## src/rtl/alu_cmd_driver.sv

```systemverilog
// ---------------------------------------------------------------------------
// alu_cmd_driver
//
// Command-side front end for the 4-bit combinational ALU. Commands arrive
// over a valid/ready handshake and are registered onto the alu_* outputs.
// The ALU result is captured one cycle later and returned, together with
// the command tag, through an in-order response FIFO that has its own
// valid/ready handshake.
//
// Optional build macro: ALU_CMD_DRIVER_CHECK_EN
//   defined   : every captured result is compared against a built-in golden
//               model; mismatches are flagged per entry (rsp_err) and
//               counted (err_cnt, saturating at 8'hFF).
//   undefined : no golden model; rsp_err = 0, err_cnt = 8'h00. Datapath
//               timing is identical in both builds.
//
// Parameters
//   DEPTH       response FIFO entries (power of 2, >= 2)
//
// Ports
//   clk, rst_n                  clock (rising edge), async active-low reset
//   cmd_valid / cmd_ready       command handshake
//   cmd_op1, cmd_op2            4-bit operands
//   cmd_sel, cmd_c_in, cmd_mode operation select, carry in, mode
//   cmd_tag                     4-bit opaque ID returned with the response
//   alu_op1 .. alu_mode         registered drive into the ALU
//   alu_result                  8-bit ALU result
//   rsp_valid / rsp_ready       response handshake (FIFO head)
//   rsp_result, rsp_tag         captured result and its command tag
//   rsp_err                     golden-model mismatch for the head entry
//   err_cnt                     saturating mismatch count
//   busy                        command in flight or FIFO non-empty
//
// FSM
//   state | meaning
//   IDLE  | waiting for a command; alu_* hold the last command
//   EXEC  | ALU evaluating; result pushed into FIFO at the closing edge
// ---------------------------------------------------------------------------

package Types;
   typedef enum logic [1:0] {
      ADD = 2'd0,
      SUB = 2'd1,
      MUL = 2'd2
   } sel_t;

   typedef enum logic [0:0] {
      MODE_ARITH = 1'b0,
      MODE_LOGIC = 1'b1
   } mode_t;
endpackage

module alu_cmd_driver
   import Types::*;
#(
   parameter int DEPTH = 4
) (
   input  logic       clk,
   input  logic       rst_n,

   input  logic       cmd_valid,
   output logic       cmd_ready,
   input  logic [3:0] cmd_op1,
   input  logic [3:0] cmd_op2,
   input  sel_t       cmd_sel,
   input  logic       cmd_c_in,
   input  mode_t      cmd_mode,
   input  logic [3:0] cmd_tag,

   output logic [3:0] alu_op1,
   output logic [3:0] alu_op2,
   output sel_t       alu_sel,
   output logic       alu_c_in,
   output mode_t      alu_mode,
   input  logic [7:0] alu_result,

   output logic       rsp_valid,
   input  logic       rsp_ready,
   output logic [7:0] rsp_result,
   output logic [3:0] rsp_tag,
   output logic       rsp_err,
   output logic [7:0] err_cnt,
   output logic       busy
);

   localparam int              PTR_W    = $clog2(DEPTH);
   localparam logic [PTR_W:0]  FULL_CNT = (PTR_W + 1)'(DEPTH);

   typedef enum logic {
      IDLE = 1'b0,
      EXEC = 1'b1
   } state_t;

   state_t     state_q, state_d;

   logic [3:0] alu_op1_q,  alu_op1_d;
   logic [3:0] alu_op2_q,  alu_op2_d;
   sel_t       alu_sel_q,  alu_sel_d;
   logic       alu_c_in_q, alu_c_in_d;
   mode_t      alu_mode_q, alu_mode_d;
   logic [3:0] tag_q,      tag_d;

   logic [7:0] res_mem_q [DEPTH];
   logic [7:0] res_mem_d [DEPTH];
   logic [3:0] tag_mem_q [DEPTH];
   logic [3:0] tag_mem_d [DEPTH];

   logic [PTR_W-1:0] wr_ptr_q, wr_ptr_d;
   logic [PTR_W-1:0] rd_ptr_q, rd_ptr_d;
   logic [PTR_W:0]   count_q,  count_d;

   logic push;
   logic pop;

   // ------------------------------------------------------------------
   // Command FSM
   // ------------------------------------------------------------------
   always_comb begin
      state_d    = state_q;
      alu_op1_d  = alu_op1_q;
      alu_op2_d  = alu_op2_q;
      alu_sel_d  = alu_sel_q;
      alu_c_in_d = alu_c_in_q;
      alu_mode_d = alu_mode_q;
      tag_d      = tag_q;
      cmd_ready  = 1'b0;
      push       = 1'b0;

      case (state_q)
         IDLE: begin
            // A free slot now guarantees room for the push one cycle later,
            // so the FIFO can never overflow.
            cmd_ready = (count_q != FULL_CNT);
            if (cmd_valid && cmd_ready) begin
               alu_op1_d  = cmd_op1;
               alu_op2_d  = cmd_op2;
               alu_sel_d  = cmd_sel;
               alu_c_in_d = cmd_c_in;
               alu_mode_d = cmd_mode;
               tag_d      = cmd_tag;
               state_d    = EXEC;
            end
         end
         EXEC: begin
            push    = 1'b1;
            state_d = IDLE;
         end
         default: begin
            state_d = IDLE;
         end
      endcase
   end

   always_ff @(posedge clk or negedge rst_n) begin
      if (!rst_n) begin
         state_q    <= IDLE;
         alu_op1_q  <= 4'h0;
         alu_op2_q  <= 4'h0;
         alu_sel_q  <= ADD;
         alu_c_in_q <= 1'b0;
         alu_mode_q <= mode_t'(1'b0);
         tag_q      <= 4'h0;
      end else begin
         state_q    <= state_d;
         alu_op1_q  <= alu_op1_d;
         alu_op2_q  <= alu_op2_d;
         alu_sel_q  <= alu_sel_d;
         alu_c_in_q <= alu_c_in_d;
         alu_mode_q <= alu_mode_d;
         tag_q      <= tag_d;
      end
   end

   assign alu_op1  = alu_op1_q;
   assign alu_op2  = alu_op2_q;
   assign alu_sel  = alu_sel_q;
   assign alu_c_in = alu_c_in_q;
   assign alu_mode = alu_mode_q;

   // ------------------------------------------------------------------
   // Response FIFO
   // ------------------------------------------------------------------
   assign rsp_valid  = (count_q != '0);
   assign pop        = rsp_valid && rsp_ready;
   assign rsp_result = res_mem_q[rd_ptr_q];
   assign rsp_tag    = tag_mem_q[rd_ptr_q];
   assign busy       = (state_q == EXEC) || (count_q != '0);

   always_comb begin
      res_mem_d = res_mem_q;
      tag_mem_d = tag_mem_q;
      wr_ptr_d  = wr_ptr_q;
      rd_ptr_d  = rd_ptr_q;
      count_d   = count_q;

      if (push) begin
         res_mem_d[wr_ptr_q] = alu_result;
         tag_mem_d[wr_ptr_q] = tag_q;
         wr_ptr_d            = wr_ptr_q + PTR_W'(1);
      end

      if (pop) begin
         rd_ptr_d = rd_ptr_q + PTR_W'(1);
      end

      case ({push, pop})
         2'b10:   count_d = count_q + (PTR_W + 1)'(1);
         2'b01:   count_d = count_q - (PTR_W + 1)'(1);
         default: count_d = count_q;
      endcase
   end

   always_ff @(posedge clk or negedge rst_n) begin
      if (!rst_n) begin
         res_mem_q <= '{default: '0};
         tag_mem_q <= '{default: '0};
         wr_ptr_q  <= '0;
         rd_ptr_q  <= '0;
         count_q   <= '0;
      end else begin
         res_mem_q <= res_mem_d;
         tag_mem_q <= tag_mem_d;
         wr_ptr_q  <= wr_ptr_d;
         rd_ptr_q  <= rd_ptr_d;
         count_q   <= count_d;
      end
   end

   // ------------------------------------------------------------------
   // Golden-model self-check
   // ------------------------------------------------------------------
`ifdef ALU_CMD_DRIVER_CHECK_EN
   logic [7:0] golden;
   logic       mismatch;
   logic       err_mem_q [DEPTH];
   logic       err_mem_d [DEPTH];
   logic [7:0] err_cnt_q, err_cnt_d;

   // Operands are zero-extended to 8 bits; C_In and Mode are ignored.
   always_comb begin
      golden = 8'h00;
      case (alu_sel_q)
         ADD:     golden = {4'h0, alu_op1_q} + {4'h0, alu_op2_q};
         SUB:     golden = {4'h0, alu_op1_q} - {4'h0, alu_op2_q};
         MUL:     golden = {4'h0, alu_op1_q} * {4'h0, alu_op2_q};
         default: golden = 8'h00;
      endcase
   end

   assign mismatch = (alu_result != golden);

   always_comb begin
      err_mem_d = err_mem_q;
      err_cnt_d = err_cnt_q;
      if (push) begin
         err_mem_d[wr_ptr_q] = mismatch;
         if (mismatch && (err_cnt_q != 8'hFF)) begin
            err_cnt_d = err_cnt_q + 8'h01;
         end
      end
   end

   always_ff @(posedge clk or negedge rst_n) begin
      if (!rst_n) begin
         err_mem_q <= '{default: 1'b0};
         err_cnt_q <= 8'h00;
      end else begin
         err_mem_q <= err_mem_d;
         err_cnt_q <= err_cnt_d;
      end
   end

   assign rsp_err = err_mem_q[rd_ptr_q];
   assign err_cnt = err_cnt_q;
`else
   assign rsp_err = 1'b0;
   assign err_cnt = 8'h00;
`endif

endmodule

```

## config.mk

```make
export PLATFORM = sky130hd
export DESIGN_NAME = alu_cmd_driver
export DESIGN_NICKNAME = d
export VERILOG_FILES = /design/src/rtl/alu_cmd_driver.sv
export SDC_FILE = /design/constraint.sdc
export NUM_CORES = 1
export LEC_CHECK = 0
export ABC_AREA = 1
export CORE_ASPECT_RATIO = 0.9
export CORE_MARGIN = 2
export CORE_UTILIZATION = 52
export DETAILED_ROUTE_END_ITERATION = 6
export MAX_ROUTING_LAYER = met4
export PLACE_DENSITY = 0.77
export SLEW_MARGIN = 20
export SYNTH_ARGS = -nofsm -noshare
export SYNTH_HDL_FRONTEND = slang
export SYNTH_SLANG_ARGS = --single-unit
```

## constraint.sdc

```tcl
create_clock -name clk -period 2.4 [get_ports clk]
set_input_delay 0.36 -clock clk [delete_from_list [all_inputs] [get_ports clk]]
set_output_delay 0.36 -clock clk [all_outputs]
set_load 0.05 [all_outputs]
```

==> flow_summary.toml <==
[cells_and_area]
fillers = 517
drive_above_1_share_pct = 10.3
syn_to_final_growth_pct = 24.1
mostFrequentLayoutCell = "nand2_1"
final_cells = 523
antenna_cells = 0
layout_common_cells = "nand2_1 (95), o21ai_0 (79), dfrtp_1 (72)"
final_nets = 465
utilization_pct = 67.3

[hold_path]
holdCritStartpoint = "alu_op2[3]$_DFFE_PN0P_"
worstHoldEndpoint = "alu_op2[3]$_DFFE_PN0P_"
whs_path_depth = 2
min_path_type = "reg -> reg"

[route]
wl_per_cell_um = 13.4
vias_per_cell = 5.09
drc = 0
final_antenna_net_count = 0
dr.pass1.iters = 4
vias = 2662
drtIter0Drc = 128
drt_wl_total_um = 6990

[cts]
cts_hold_buf = 1
postCtsSetupBuffers = 0
path_clk_slew_ns = 0.08
cts.sinks = 72
htreeDepth = 3
cts-root-buf = "clkbuf_8"
cts_buffer_depth = 2
tritoncts = "yes"
cts-buffers-inserted = 9
cts.repair.resized = 0
clock_latency_ns = 0.35

[logic_synthesis]
ys_types = 24
netlist_area_mm2 = 0.00333
async_flop_share_pct = 100
synth_edf_count = 0
synth-seq-cells = 72
ys_seq_area_share_pct = 54.0
yosys_warnings = 0
synth_top_flop_cell = "dfrtp_1"
synth_cells = 382
syn_avg_cell_area_um2 = 8.73

[die]
initial_utilization_pct = 54.2
ioPinCount = 64
core_mm2 = 0.00615
die_y_um = 80.0
die_w_um = 88.4
rows = 27
die-area_mm2 = 0.00707

[power_and_ir_drop]
cellLeakagePower_nw = 2.04
clkPwrFrac_pct = 15.3
cellInternalPower_mw = 3.70
worst_ir_drop_vdd_mv = 0.802
switching_share_pct = 46.4
p_seq_share_pct = 30.8
p_per_area_mw_per_mm2 = 1670
pwr-share-comb_pct = 53.9
power.switching_mw = 3.20

[sta]
fin_setup_tns_ns = 0
slew_headroom_pct = 65.8
fmax_ghz = 0.447
fin_crit_sh_pct = 93.2
rsz0062_at_grt = "false"
finalSetupViolCount = 0
tightestPinTransition_ns = 0.512
period_needed_ns = 2.24
finClkSkew_ns = 0.00757
hold_violations = 0
finalMaxSlewViolations = 0
worst_slack_ns = 0.163

[placement]
gp_congestion = 0.769
post-dp-hpwl_um = 4430
place_inst = 506
pre_cts_slack_ns = 0.338
io_buffer_count = 54

[critical_path]
startpoint_type = "flip-flop"
rrSetupSlack_ns = 0.48
r2r_end = "count_q[2]$_DFFE_PN0P_"
crit_fanout = 4
end_kind = "primary output"
critPathKind = "reg -> out"
r2r_start = "count_q[2]$_DFFE_PN0P_"
startpoint = "count_q[2]$_DFFE_PN0P_"
reg2reg_depth = 11
crit_arrival_ns = 1.88
worst_ep_required_time_ns = 2.04

[global_route]
gr-usage-met1_pct = 28.9
antenna_found_initial = 0
grt_util_met3_pct = 4.65
use_met2_pct = 35.9
grt_max_degree = 27
busiest_layer = "met2"
grt_pass1_vias = 2662
overflow = 0
grt_first_pass_wirelength_um = 12000
grtUsageTotal_pct = 22.5

[run]
drv_cap = 0

[outcome]
outcome = "finished, final reports clean"
synthesized netlist by cell type, types with 5 or more instances:
| library cell | instances | area (um2) |
|---|---|---|
| buf_4 | 12 | 90.1 |
| o21ai_0 | 79 | 395 |
| dfrtp_1 | 72 | 1800 |
| nand2_4 | 5 | 56.3 |
| ha_1 | 5 | 62.6 |
| buf_2 | 10 | 50.1 |
| nor2_1 | 36 | 135 |
| nand2_1 | 95 | 357 |
| inv_1 | 22 | 82.6 |
| nand4_1 | 17 | 106 |
| o21ai_1 | 7 | 35.0 |
area by class of cell:
| class | count | area, um2 | share of cell area [%] |
|---|---|---|---|
| inverters | 25 | 96.3 | 2.33 |
| clock buffers | 10 | 138 | 3.33 |
| well taps | 87 | 109 | 2.63 |
| flip-flops and latches | 72 | 1800 | 43.5 |
| repair buffers | 60 | 638 | 15.4 |
| clock inverters | 6 | 82.6 | 2.00 |
| multi-input cells | 263 | 1270 | 30.8 |
per-stage QoR:
step                      power, mW  hold WS (ns)  cell area [um2]
after floorplan                4.62        0.0644             3360
after global placement         5.75         0.350             3910
after detailed placement       5.85         0.356             3910
after CTS                      6.94         0.477             4140
after global routing           7.38         0.499             4140
final                          6.90         0.471             4140
metal layers:
| layer | share of wire (%) | vias up |
|---|---|---|
| met2 | 50 | 51 |
| met4 | 1.1 | 0 |
| met1 | 46 | 1279 |
| li1 | - | 1324 |
| met3 | 3.4 | 8 |
| met5 | 0 | - |
critical path, stage by stage (launching register included):
cell and delay, ns:
dfrtp_1 0.46, inv_1 0.11, nand2_1 0.14, clkdlybuf4s50_1 0.82
how the worst max path moves through the flow:
stage	end	slack [ns]	depth (start not counted)
2_1_floorplan	rsp_result[7]	0.21	4
3_3_place_gp	count_q[2]$_DFFE_PN0P_	0.42	10
3_5_place_dp	count_q[2]$_DFFE_PN0P_	0.34	10
4_1_cts	rsp_valid	0.15	3
5_1_grt	rsp_valid	0.09	3
6_report	rsp_valid	0.16	3
sequential cells by signal, summed over array words and instances (netlist names):
signal,flops
res_mem_q,32
tag_mem_q,16
alu_op1,4
alu_op2,4
tag_q,4
count_q,3
alu_sel,2
rd_ptr_q,2
wr_ptr_q,2
alu_c_in,1
alu_mode,1
state_q,1
cells by family after synthesis:
kind of cell,after synthesis,share of synthesized area (%)
simple gates,159,21.1
compound gates,87,13.1
flops,72,54.0
buf+inv,55,8.71
fa+ha+maj,6,2.48
xor+xnor,2,0.525
other cells,1,0.112
power by group through the flow:
stage	registers, mW	clock network [mW]	logic, mW
after floorplan	2.42	0	2.20
after global placement	2.11	0	3.64
after detailed placement	2.13	0	3.72
after CTS	2.12	1.07	3.75
after global routing	2.20	1.13	4.05
final	2.13	1.06	3.71
No activity file was read; power rests on OpenSTA's default activity.
